--- src/rtl/proj2_pkg.sv ---
// proj2_pkg: shared width, multiply length and FSM state encoding for the modexp engine
package proj2_pkg;
    localparam int W = 16;
    localparam int MULT_CYCLES = 16;
    typedef enum logic [2:0] {IDLE, REDUCE, SQR, MUL, DONE} state_t;
endpackage

--- src/rtl/proj2_if.sv ---
// proj2_if: operand/result bundle between requester and engine; Busy exists only with PROJ2_BUSY_OUT_EN
interface proj2_if;
    import proj2_pkg::*;
    logic         Start;
    logic [W-1:0] private_key;
    logic [W-1:0] public_key;
    logic [W-1:0] message_val;
    logic         Cal_done;
    logic [W-1:0] Cal_val;
`ifdef PROJ2_BUSY_OUT_EN
    logic         Busy;
    modport master (output Start, private_key, public_key, message_val, input Cal_done, Cal_val, Busy);
    modport slave (input Start, private_key, public_key, message_val, output Cal_done, Cal_val, Busy);
`else
    modport master (output Start, private_key, public_key, message_val, input Cal_done, Cal_val);
    modport slave (input Start, private_key, public_key, message_val, output Cal_done, Cal_val);
`endif
endinterface

--- src/rtl/proj2_modmul.sv ---
// proj2_modmul: interleaved shift/add x*y mod n over MULT_CYCLES cycles; done flags the final step, p is its result
module proj2_modmul
    import proj2_pkg::*;
(
    input  logic         clk,
    input  logic         Rst,
    input  logic         start,
    input  logic [W-1:0] x,
    input  logic [W-1:0] y,
    input  logic [W-1:0] n,
    output logic         busy,
    output logic         done,
    output logic [W-1:0] p
);
    localparam int CW = $clog2(MULT_CYCLES);
    logic [W-1:0]  p_q, p_d, y_q, y_d, base, ysrc;
    logic [CW-1:0] cnt_q, cnt_d;
    logic          run_q, run_d, go;
    logic [W:0]    dbl, dbl_r, add;
    always_comb begin
        go    = run_q | start;
        base  = run_q ? p_q : '0;
        ysrc  = run_q ? y_q : y;
        dbl   = {base, 1'b0};
        dbl_r = dbl >= {1'b0, n} ? dbl - {1'b0, n} : dbl;
        add   = ysrc[W-1] ? dbl_r + {1'b0, x} : dbl_r;
        p_d   = go ? W'(add >= {1'b0, n} ? add - {1'b0, n} : add) : p_q;
        y_d   = go ? {ysrc[W-2:0], 1'b0} : y_q;
        cnt_d = go ? cnt_q + CW'(1) : cnt_q;
        done  = run_q && cnt_q == CW'(MULT_CYCLES - 1);
        run_d = go && !done;
    end
    always_ff @(posedge clk or posedge Rst) begin
        if (Rst) begin
            p_q   <= '0;
            y_q   <= '0;
            cnt_q <= '0;
            run_q <= 1'b0;
        end else begin
            p_q   <= p_d;
            y_q   <= y_d;
            cnt_q <= cnt_d;
            run_q <= run_d;
        end
    end
    assign busy = run_q;
    assign p    = p_d;
endmodule

--- src/rtl/proj2.sv ---
// proj2: square-and-multiply modexp Cal_val = m^e mod n; define PROJ2_BUSY_OUT_EN to add the Busy output
module proj2
    import proj2_pkg::*;
(
    input  logic   clk,
    input  logic   Rst,
    proj2_if.slave bus
);
    localparam int CW = $clog2(W) + 1;
    localparam int IW = $clog2(W);
    state_t        state_q, state_d;
    logic [W-1:0]  e_q, e_d, n_q, n_d, m_q, m_d, b_q, b_d, acc_q, acc_d, val_q, val_d, mm_p;
    logic [IW-1:0] i_q, i_d;
    logic [CW-1:0] cnt_q, cnt_d;
    logic          done_q, done_d, mm_start, mm_busy, mm_done;
    logic [W:0]    rsh;
    proj2_modmul u_mm (
        .clk(clk), .Rst(Rst), .start(mm_start), .x(acc_q), .y(state_q == MUL ? b_q : acc_q),
        .n(n_q), .busy(mm_busy), .done(mm_done), .p(mm_p)
    );
    assign mm_start = (state_q == SQR || state_q == MUL) && !mm_busy;
    always_comb begin
        state_d = state_q;
        e_d     = e_q;
        n_d     = n_q;
        m_d     = m_q;
        b_d     = b_q;
        acc_d   = acc_q;
        i_d     = i_q;
        cnt_d   = cnt_q;
        val_d   = val_q;
        done_d  = 1'b0;
        rsh     = {b_q, m_q[W-1]};
        case (state_q)
            IDLE: if (bus.Start) begin
                e_d     = bus.private_key;
                n_d     = bus.public_key;
                m_d     = bus.message_val;
                b_d     = '0;
                acc_d   = '0;
                i_d     = '0;
                cnt_d   = '0;
                state_d = bus.public_key == '0 ? DONE : REDUCE;
            end
            // W restoring steps leave b = m mod n, then one cycle seeds acc and the bit index
            REDUCE: if (cnt_q == CW'(W)) begin
                acc_d   = W'(n_q != W'(1));
                i_d     = IW'(W - 1);
                cnt_d   = '0;
                state_d = SQR;
            end else begin
                b_d   = W'(rsh >= {1'b0, n_q} ? rsh - {1'b0, n_q} : rsh);
                m_d   = m_q << 1;
                cnt_d = cnt_q + CW'(1);
            end
            SQR: if (mm_done) begin
                acc_d   = mm_p;
                state_d = e_q[i_q] ? MUL : i_q == '0 ? DONE : SQR;
                i_d     = !e_q[i_q] && i_q != '0 ? i_q - IW'(1) : i_q;
            end
            MUL: if (mm_done) begin
                acc_d   = mm_p;
                state_d = i_q == '0 ? DONE : SQR;
                i_d     = i_q == '0 ? i_q : i_q - IW'(1);
            end
            DONE: begin
                val_d   = acc_q;
                done_d  = 1'b1;
                state_d = IDLE;
            end
            default: state_d = IDLE;
        endcase
    end
    always_ff @(posedge clk or posedge Rst) begin
        if (Rst) begin
            state_q <= IDLE;
            e_q     <= '0;
            n_q     <= '0;
            m_q     <= '0;
            b_q     <= '0;
            acc_q   <= '0;
            i_q     <= '0;
            cnt_q   <= '0;
            val_q   <= '0;
            done_q  <= 1'b0;
        end else begin
            state_q <= state_d;
            e_q     <= e_d;
            n_q     <= n_d;
            m_q     <= m_d;
            b_q     <= b_d;
            acc_q   <= acc_d;
            i_q     <= i_d;
            cnt_q   <= cnt_d;
            val_q   <= val_d;
            done_q  <= done_d;
        end
    end
    assign bus.Cal_done = done_q;
    assign bus.Cal_val  = val_q;
`ifdef PROJ2_BUSY_OUT_EN
    assign bus.Busy = state_q != IDLE;
`endif
endmodule

--- src/flat_wrapper.sv ---
// flat-port wrapper written by rule: the top's interface ports become plain ports
module proj2_flat import proj2_pkg::*;
  (clk, Rst, bus_Start, bus_private_key, bus_public_key, bus_message_val, bus_Cal_done, bus_Cal_val);
  proj2_if bus_i ();
  input  logic clk;
  input  logic Rst;
  input wire logic [$bits(bus_i.Start)-1:0] bus_Start;
  input wire logic [$bits(bus_i.private_key)-1:0] bus_private_key;
  input wire logic [$bits(bus_i.public_key)-1:0] bus_public_key;
  input wire logic [$bits(bus_i.message_val)-1:0] bus_message_val;
  output wire logic [$bits(bus_i.Cal_done)-1:0] bus_Cal_done;
  output wire logic [$bits(bus_i.Cal_val)-1:0] bus_Cal_val;
  assign bus_i.Start = bus_Start;
  assign bus_i.private_key = bus_private_key;
  assign bus_i.public_key = bus_public_key;
  assign bus_i.message_val = bus_message_val;
  assign bus_Cal_done = bus_i.Cal_done;
  assign bus_Cal_val = bus_i.Cal_val;
  proj2 u_core (.clk(clk), .Rst(Rst), .bus(bus_i));
endmodule
--- config.mk ---
export PLATFORM = sky130hd
export DESIGN_NAME = proj2_flat
export DESIGN_NICKNAME = d
export VERILOG_FILES = /design/src/rtl/proj2_pkg.sv /design/src/rtl/proj2_if.sv /design/src/rtl/proj2_modmul.sv /design/src/rtl/proj2.sv /design/src/flat_wrapper.sv
export SDC_FILE = /design/constraint.sdc
export NUM_CORES = 1
export LEC_CHECK = 0
export BUFFER_PORTS_ARGS = -buffer_cell sky130_fd_sc_hd__buf_2
export CAP_MARGIN = 40
export CORE_AREA = 8 8 139 141
export DETAILED_ROUTE_END_ITERATION = 10
export DIE_AREA = 0 0 147 149
export GPL_TIMING_DRIVEN = 0
export HOLD_SLACK_MARGIN = 0.08
export PLACE_DENSITY = 0.85
export REMOVE_ABC_BUFFERS = 1
export SYNTH_ARGS = -nofsm -noshare
export SYNTH_HDL_FRONTEND = slang
export SYNTH_SLANG_ARGS = --single-unit
--- constraint.sdc ---
create_clock -name clk -period 7.9 [get_ports clk]
set_input_delay 0.79 -clock clk [delete_from_list [all_inputs] [get_ports clk]]
set_output_delay 0.79 -clock clk [all_outputs]
set_load 0.01 [all_outputs]
Yosys cells after proc, flatten, opt, wreduce, memory -nomap -nowiden. Cells that the tools add are included.

Register bits after elaboration: 145. Input port bits: 51. Output and inout port bits: 17.

Add/subtract/negate cells: 7. $lt $le $gt $ge: 4. Equality and inequality tests: 15. Multiplexer cells: 38. Bitwise operators: 1. Reductions and logical operators: 22.

Operators with widths (number): 16-bit two-way mux (12); 16-bit one-hot mux with 2 select lines (2); 17-bit by 16-bit greater-or-equal comparator with 1-bit output (3); 16-bit one-hot mux with 3 select lines (1); 17-bit two-way mux (2); 16-bit subtractor (2); 4-bit two-way mux (6); 3-bit two-way mux (7); 17-bit by 16-bit adder with 17-bit output (1); 17-bit by 16-bit subtractor with 17-bit output (1); 16-bit logical NOT (1); 16-bit by 1-bit != test with 1-bit output (second input constant) (1); 4-bit one-hot mux with 4 select lines (1); 3-bit one-hot mux with 4 select lines (1); 5-bit two-way mux (2); 5-bit one-hot mux with 2 select lines (1); 2-bit by 1-bit != test with 1-bit output (second input constant) (4); 2-bit != test (second input constant) (4); 4-bit AND reduction (2); 4-bit nonzero test (2); 7-bit AND reduction (1); 3-bit by 2-bit equality test with 1-bit output (second input constant) (2); 5-bit by 1-bit adder with 5-bit output (second input constant) (1); 5-bit equality test (second input constant) (1); 19 further kinds (26).

Longest topological paths before layout. Gate-level depths: netlist of run 1.

Word-level depth: 10. Depth in mapped cells: 32. Mapped depth without buffers: 29.

By module. Synthesis of run 1 repeated with hierarchy kept, for this count alone.

Cells, all modules: 1182. Area, all modules: 10400.0 sq um.

Modules (own cells, without submodules): proj2 (instances 1, cells each 613, area each 5890.6 sq um, sequential area each 2727.6 sq um); proj2_modmul (instances 1, cells each 569, area each 4509.3 sq um, sequential area each 900.9 sq um).

Worst setup path before layout of run 1. No wires, ideal clock.

Path type: flip-flop to flip-flop. Start point: register u_core.u_mm.run_q (netlist: u_core.u_mm.busy). End point: register u_core.u_mm.p_q[13]. Data arrival time: 6647 ps. Required time: 7775 ps. Setup slack: 1128 ps. Stages on the path, launching flop included: 28. Buffers on the path: 4. Cells stage by stage: dfrtp_1 > clkbuf_1 > clkbuf_1 > clkbuf_1 > and2_1 > ha_1 > and3_1 > and2_1 > a221oi_1 > a21oi_1 > or2_2 > buf_2 > mux2_2 > ha_1 > or2_2 > o311ai_0 > a21oi_1 > a211o_1 > xnor2_1 > a22oi_1 > ha_1 > a2111oi_0 > o2bb2ai_1 > o21ai_0 > and4b_4 > nor2_4 > mux2_4 > mux2_4.

Word-level cells in the longest chain between the ends: 8.

RTL lines: start, declared (RTL line proj2_modmul.sv:18) `logic run_q, run_d, go;`; start signal, assigned (RTL line proj2_modmul.sv:43) `run_q <= run_d;`; 16-bit two-way mux (RTL line proj2_modmul.sv:22) `base = run_q ? p_q : '0;`; 17-bit by 16-bit subtractor with 17-bit output or 17-bit by 16-bit greater-or-equal comparator with 1-bit output (tied branches) (RTL line proj2_modmul.sv:25) `dbl_r = dbl >= {1'b0, n} ? dbl - {1'b0, n} : dbl;`; 17-bit two-way mux (RTL line proj2_modmul.sv:25); 17-bit by 16-bit adder with 17-bit output (RTL line proj2_modmul.sv:26) `add = ysrc[W-1] ? dbl_r + {1'b0, x} : dbl_r;`; 17-bit two-way mux (RTL line proj2_modmul.sv:26); 16-bit subtractor or 17-bit by 16-bit greater-or-equal comparator with 1-bit output (tied branches) (RTL line proj2_modmul.sv:27) `p_d = go ? W'(add >= {1'b0, n} ? add - {1'b0, n} : add) : p_q;`; 16-bit two-way mux (RTL line proj2_modmul.sv:27); 16-bit two-way mux (*) (RTL line proj2_modmul.sv:27); named net u_core.mm_p[13] (RTL line proj2.sv:12) `logic [W-1:0] e_q, e_d, n_q, n_d, m_q, m_d, b_q, b_d, acc_q, acc_d, val_q, val_d, mm_p;`; end signal, assigned (RTL line proj2_modmul.sv:40) `p_q <= p_d;`; end, declared (RTL line proj2_modmul.sv:16) `logic [W-1:0] p_q, p_d, y_q, y_d, base, ysrc;`.

The timed path passes the listed nets; every way through them passes the cells marked *. A chain may end at the register's enable or synchronous reset.

Final worst setup path of run 1.
Start point: register u_core.u_mm.run_q (netlist: u_core.u_mm.busy). End point: register u_core.u_mm.p_q[2].

Same word-level chain as after synthesis.

==> results of run 1 <==
==> per-stage QoR <==
step                      instance area, um2  worst slack [ps]
after floorplan                         9850               840
after global placement                 10500             -1160
after detailed placement               10700              -285
after CTS                              11400              47.5
after global routing                   11400             -46.4
final                                  11400               224
==> what timing repair did <==
action,4_1_cts,5_1_grt
endpoints found under the hold margin,0,0
setup buffers,0,4
gates resized for setup,3,4
pin swaps,0,2
endpoints found under the setup margin,32,32
==> synth_stat cells (4+ instances only) <==
library cell | count | share of area, %
and4_1 | 5 | 0.43
nand2_1 | 183 | 6.8
nand4_1 | 11 | 0.68
nor2_1 | 91 | 3.4
ha_1 | 69 | 8.6
nand3_1 | 14 | 0.70
xnor2_1 | 36 | 3.1
o31ai_1 | 7 | 0.52
nor2b_1 | 8 | 0.50
nor3b_1 | 4 | 0.30
a211oi_1 | 6 | 0.45
a22oi_1 | 4 | 0.30
a31oi_1 | 22 | 1.4
and2_1 | 20 | 1.2
mux2i_1 | 43 | 4.3
nand2b_1 | 10 | 0.62
xor2_1 | 16 | 1.4
mux4_2 | 4 | 0.89
a21o_1 | 13 | 0.97
nor4_1 | 8 | 0.50
or2_2 | 11 | 0.68
a221o_1 | 5 | 0.50
clkbuf_1 | 44 | 1.6
inv_1 | 42 | 1.6
o21ai_0 | 84 | 4.2
a21oi_1 | 77 | 3.8
mux2_2 | 33 | 3.7
o21a_1 | 12 | 0.89
a22o_1 | 6 | 0.52
o211ai_1 | 9 | 0.67
a21boi_0 | 4 | 0.30
nor3_1 | 15 | 0.75
and3_1 | 11 | 0.68
o21ai_1 | 14 | 0.70
or3_1 | 5 | 0.31
fa_1 | 4 | 0.79
mux2_4 | 4 | 0.60
dfrtp_1 | 145 | 36
==> cells by family after synthesis <==
group           synth area share (%)
mux                             9.56
simple gates                    18.9
fa+ha+maj                       9.36
flops                           36.0
compound gates                  17.9
buf+inv                         3.76
xor+xnor                        4.52
==> final cells by class <==
type / count / share of cell area, %
flip-flops and latches: 145 / 31.8
inverters: 42 / 1.42
clock inverters: 14 / 1.98
well taps: 225 / 2.46
clock buffers: 18 / 3.76
repair buffers: 86 / 5.26
multi-input cells: 913 / 53.3
==> layer usage <==
metal | vias to the layer above | part of all wire [%] | wire length [um]
met4 | 0 | 3.6 | 1010
li1 | 4220 | - | -
met5 | - | 0 | 0
met1 | 4358 | 42 | 11600
met2 | 436 | 47 | 13200
met3 | 93 | 7.9 | 2210
==> layout by cell type, fill, tap and decap left out, drive strengths merged, types with 12 or more instances in the layout <==
cell / count
buf: 86
xnor2: 36
o21ai: 98
nor3: 15
ha: 69
a21o: 13
inv: 46
o21a: 12
and2: 21
mux2i: 43
mux2: 38
a21oi: 77
xor2: 16
nand2: 183
a31oi: 22
nor2: 92
dfrtp: 145
nand3: 14
clkbuf: 18
==> state kept, by name, summed over array words and instances, names as in the netlist <==
signal               cells
u_core.bus.Cal_val      16
u_core.u_mm.busy         1
u_core.u_mm.cnt_q        4
u_core.cnt_q             5
u_core.e_q              16
u_core.b_q              16
u_core.i_q               4
u_core.u_mm.p_q         16
u_core.state_q           3
u_core.u_mm.y_q         15
u_core.n_q              16
u_core.acc_q            16
u_core.bus.Cal_done      1
u_core.m_q              16
==> path summary, 6_finish.rpt <==
check                      slack [ps]  cells past startpoint                            to
max in group asynchronous        6650                      3    u_core.u_mm.busy$_DFF_PP0_
min reg2reg                       480                      2     u_core.e_q[6]$_DFFE_PP0P_
max                               220                     30  u_core.u_mm.p_q[2]$_DFF_PP0_
min in group clk                  480                      2     u_core.e_q[6]$_DFFE_PP0P_
min                               400                      2    u_core.b_q[11]$_DFFE_PP0P_
max reg2reg                       220                     30  u_core.u_mm.p_q[2]$_DFF_PP0_
==> results.md, run 1 <==
* Outcome: finished, final reports clean
* Placed insts at around 1.4k
* Iter 0 DRT Violations at about 950
* N_diodes at 0
* Top delay family on crit path: compound AO/OA/AOI/OAI gates
* Final setup viols at 0
* FF-to-FF Start: u_core.u_mm.busy$_DFF_PP0_
* Synth warnings at 0
* Yosys cell types at a little over 70
* Period utilization at a little over nine tenths
* Filler instances at approximately 1.3k
* Max-Cap Viols at 0
* Total CTS buffers at 17
* Register bit total from synthesis at about 150
* Syn Area/Cell at between 8 and 9 um2
* EDFF count, synth at 0
* Fin Clk Skew at ~11 ps
* CTS tree: yes
* Grt total ovfl at 0
* Worst Hold Margin at just under 400 ps
* Post-Synthesis Cell Area at ~10000 um2
* Slowest CP cell: dfrtp_4
* Worst Setup Start Kind: flip-flop
* WL final at ~28000 um
* Post-route ant nets at 0
* Max Buffers Root-to-Sink at 2
* Crit path time final at between 7000 and 8000 ps
* Die H at 149 um
* Initial Utilization at approximately three fifths
* GR Layer Usage met2 at a little over two fifths
* Area occupied by multi-input gates at slightly above 6000 um2
* Largest net degree at the start of global routing at 94
* Global-route wire length before repair at between 40000 and 50000 um
* Slew HR at between 30% and 40%
* Port Buffers at 67
* Remaining DRCs at 0
* Reg area at roughly 3600 um2
* H-tree lvl count at 4
* Overall global routing resource usage at 25.9%
* CP Capture Type: flip-flop
* Critical path's largest stage delay at ~620 ps
* Die Area at 21900 um2
* Main synth FF type: dfrtp_1
* Critical Path RT at between 8000 and 9000 ps
* Vias in the first global route at a little under 9k
* Drt wl/cell at 19.4 um
* Hold Path Class: primary input to async pin
* FMAX at 130 MHz
* Clk_lat worst skew at 440 ps
* NumNets Final at ~1.3k
* CP bufs+invs at 4
* GR Util met3 at roughly 6.5%
* Post-DP HPWL at slightly above 20000 um
* Row cnt at 48
* Root Driver: clkbuf_16
* Vias/cell at approximately 6.3
* TNS Setup at 0 ps
* Synth-to-Final Area Change at 13.4%
* RePlAce Congestion at between 0.9 and 1
* Placeable Area at 17100 um2
* Final Core Density at between 60% and 70%
* Global routing's busiest layer: met2
* I/O pin count at 68
* Register area share after synthesis at a little over a third
* Hold_buf cts at 0
* Ys async rst share at between 90% and 100%
* Die width at about 150 um
* Crit-path max FO at 29
* Met1 usage at 32.5%
* Final Hold Fails at 0
* Worst slew pin tran at ~950 ps
* Non-Filler Instances at 1443
* CP Launch Point: u_core.u_mm.busy$_DFF_PP0_
* Crit path arrival time at ~8000 ps
* Ratio of cells with drive above 1 in the final layout at between 10% and 20%
* Worst-path clk slew at 60 ps
* Initial antenna violation count at 0
* Via count at approximately 9.1k
* Clock sinks at approximately 150
* Final Max Tran Viols at 0
* Syn Inst Count at 1151
* Drt pass-1 iters at 9
* Crit Path Class: flip-flop to flip-flop
Power of run 1 is not shown: default switching activity piles up to over one toggle a cycle in this logic, so the estimate is an artifact.
==> run 2: changes to the inputs <==
Settings changed: ABC_AREA set to 1, CELL_PAD_IN_SITES_DETAIL_PLACEMENT set to 1, CELL_PAD_IN_SITES_GLOBAL_PLACEMENT set to 2, CORE_AREA 8 8 139 141 to 8 8 179 181, CTS_CLUSTER_SIZE set to 10, DIE_AREA 0 0 147 149 to 0 0 187 189, PLACE_DENSITY 0.85 to 0.88.
==> results.md, run 2 <==
* Slowest CP cell: dfrtp_2 (was dfrtp_4)
* Comb pwr share at 66.5%
* Main synth FF type: dfrtp_1 (unchanged)
* Most common cell after layout, fill and taps aside: nand2_1 (unchanged)
* RSZ-0062 raised after global routing: no
* Top cell type by total area after synthesis: dfrtp_1 (unchanged)
* Synth-to-Final Area Change at 14.0% (was 13.4%)
* Placeable Area at 29200 um2 (was 17100 um2)
* FMAX at 137 MHz (was 130 MHz)
* I/O pin count at 68 (unchanged)
* TNS Setup at 0 ps (unchanged)
* Filler instances at 3714 (was 1275)
* Clock sinks at 145 (unchanged)
* Vias in the first global route at 10.4k (was 8954)
* Placed insts at 1878 (was 1407)
* NumNets Final at 1631 (was 1329)
* Crit Path Class: flip-flop to flip-flop (unchanged)
* Register area share after synthesis at 35.1% (was 36.0%)
* Yosys cell types at 47 (was 72)
* Clk network pwr share at 15.2%
* Synth warnings at 0 (unchanged)
* Remaining DRCs at 0 (unchanged)
* Syn Inst Count at 1457 (was 1151)
* Area occupied by multi-input gates at 5810 um2 (was 6090 um2)
* Overall global routing resource usage at 18.9% (was 25.9%)
* Largest net degree at the start of global routing at 85 (was 94)
* Worst-path clk slew at 80 ps (was 60 ps)
* Grt total ovfl at 0 (unchanged)
* Final setup viols at 0 (unchanged)
* EDFF count, synth at 0 (unchanged)
* Ratio of cells with drive above 1 in the final layout at 10.3% (was 14.9%)
* Clk_lat worst skew at 450 ps (was 440 ps)
* Commonest non-fill, non-tap cells in the layout: nand2_1, inv_1, dfrtp_1 (was nand2_1, dfrtp_1, nor2_1)
* Area fraction of the dominant cell type after synthesis at 35.1% (was 36.0%)
* Outcome: finished, final reports clean (unchanged)
* Psw at 2960 uW
* Final setup margin at 612 ps (was 224 ps)
* Crit-path max FO at 20 (was 29)
* Initial antenna violation count at 0 (unchanged)
* Port Buffers at 67 (unchanged)
* CP bufs+invs at 6 (was 4)
* Lkg Pwr at between 0.006 and 0.007 uW
* Register bit total from synthesis at 145 (unchanged)
* Worst Setup Start Kind: flip-flop (unchanged)
* Fin Clk Skew at 22.3 ps (was 11.4 ps)
* Drt wl/cell at 17.3 um (was 19.4 um)
* Drt pass-1 iters at 5 (was 9)
* Switch share at 53.1%
* Die width at 187 um (was 147 um)
* Design Power at between 5000 and 6000 uW
* Crit path arrival time at 7620 ps (was 8000 ps)
* Via count at 9814 (was 9107)
* Power Density at around 470 nW/um2
* Root Driver: clkbuf_16 (unchanged)
* Max Buffers Root-to-Sink at 2 (unchanged)
* Initial Utilization at 35.4% (was 59.1%)
* Post-route ant nets at 0 (unchanged)
* Crit path time final at 7290 ps (was 7680 ps)
* WL final at 33000 um (was 28000 um)
* Synth top area cells: dfrtp_1, nand2_1, ha_1 (was dfrtp_1, ha_1, nand2_1)
* Final Hold Fails at 0 (unchanged)
* Max-Cap Viols at 0 (unchanged)
* Iter 0 DRT Violations at 437 (was 952)
* Critical path's largest stage delay at 570 ps (was 620 ps)
* RePlAce Congestion at 0.880 (was 0.920)
* Worst slew pin tran at 896 ps (was 950 ps)
* Synth cell count leaders: nand2_1, inv_1, dfrtp_1 (was nand2_1, dfrtp_1, nor2_1)
* Final Core Density at 40.4% (was 67.0%)
* H-tree lvl count at 4 (unchanged)
* CP Capture Type: flip-flop (unchanged)
* Slew HR at 40.2% (was 36.4%)
* Vias/cell at 5.14 (was 6.31)
* Post-CTS Setup Inserts at 0 (unchanged)
* Top delay family on crit path: simple AND/OR/NAND/NOR gates (was compound AO/OA/AOI/OAI gates)
* Power share of the sequential group at a little under a fifth
* VDD IR max at between 200 and 300 uV
* N_diodes at 0 (unchanged)
* Total CTS buffers at 17 (unchanged)
* Global-route wire length before repair at 53900 um (was 45800 um)
* CTS tree: yes (unchanged)
* Final Max Tran Viols at 0 (unchanged)
* Most frequent cell after synthesis: nand2_1 (unchanged)
* Period utilization at 92.3% (was 97.2%)
* Post-Synthesis Cell Area at 10300 um2 (was 10100 um2)
* Hold Path Class: primary input to async pin (unchanged)
* Critical Path RT at 8240 ps (was 8220 ps)
* Die H at 189 um (was 149 um)
* Syn Area/Cell at 7.10 um2 (was 8.75 um2)
* Post-DP HPWL at 25300 um (was 20200 um)
* Critical path's most frequent cell: nand2_1
* Int Pwr at 2610 uW
* Non-Filler Instances at 1910 (was 1443)
* Dpl ws at 460 ps (was -285 ps)
* Row cnt at 63 (was 48)
* Ys async rst share at 100% (unchanged)
* Reg area at 3630 um2 (about the same)
* Die Area at 35300 um2 (was 21900 um2)
==> run 2: logic make-up after synthesis <==
family                   after synthesis  synth area share [%]
AND/OR/NAND/NOR                      666                  27.2
AO/OA/AOI/OAI                        299                  16.2
buffers and inverters                232                  8.93
flip-flops                           145                  35.1
adder cells (fa/ha/maj)               73                  9.12
XOR/XNOR                              42                  3.55
==> run 2: path summary, 6_finish.rpt <==
path / slack (ps) / from / to / cells after the start
worst max-delay path: 610 / u_core.u_mm.busy$_DFF_PP0_ / u_core.acc_q[2]$_DFFE_PP0P_ / 39
worst max register to register: 610 / u_core.u_mm.busy$_DFF_PP0_ / u_core.acc_q[2]$_DFFE_PP0P_ / 39
worst min-delay path: 430 / Rst / u_core.bus.Cal_val[2]$_DFFE_PP0P_ / 2
min in group clk: 470 / u_core.e_q[1]$_DFFE_PP0P_ / u_core.e_q[1]$_DFFE_PP0P_ / 2
max in group asynchronous: 6610 / Rst / u_core.u_mm.p_q[7]$_DFF_PP0_ / 3
worst min register to register: 470 / u_core.e_q[1]$_DFFE_PP0P_ / u_core.e_q[1]$_DFFE_PP0P_ / 2
==> run 2: power groups by stage <==
stage	Clock [uW]	Sequential, uW	Combinational, uW
after floorplan	0	994	2710
after global placement	0	1030	3530
after detailed placement	0	1030	3630
after CTS	863	1020	3710
after global routing	889	1040	4190
final	846	1020	3700
==> run 2: timing repair <==
action | in CTS | in global routing
hold buffers | 0 | 0
gates resized for setup | 0 | 2
endpoints found under the setup margin | 0 | 32
==> run 2: layer usage <==
metal  track usage (%)  vias to the layer above  share of wire, %  wire [um]
met5                 0                        -                 0          0
met4              5.77                        0               2.1        689
met1              23.8                     4775                46      15300
met3              2.72                       46               2.9        942
met2              33.0                      158                49      16000
li1                  -                     4835                 -          -
==> run 2: final cells by class <==
| type | instances | share of cell area [%] |
|---|---|---|
| clock buffers | 17 | 3.60 |
| clock inverters | 15 | 1.58 |
| inverters | 186 | 5.96 |
| multi-input cells | 1080 | 49.2 |
| flip-flops and latches | 145 | 30.8 |
| well taps | 390 | 4.13 |
| repair buffers | 77 | 4.73 |
==> run 2: stage by stage <==
stage / hold slack (ps) / area [um2]
finish: 431 / 11800
global route: 480 / 11800
CTS: 458 / 11800
detailed placement: 456 / 11200
global placement: 452 / 10900
floorplan: 437 / 10100
Power figures use the tool's default switching activity.
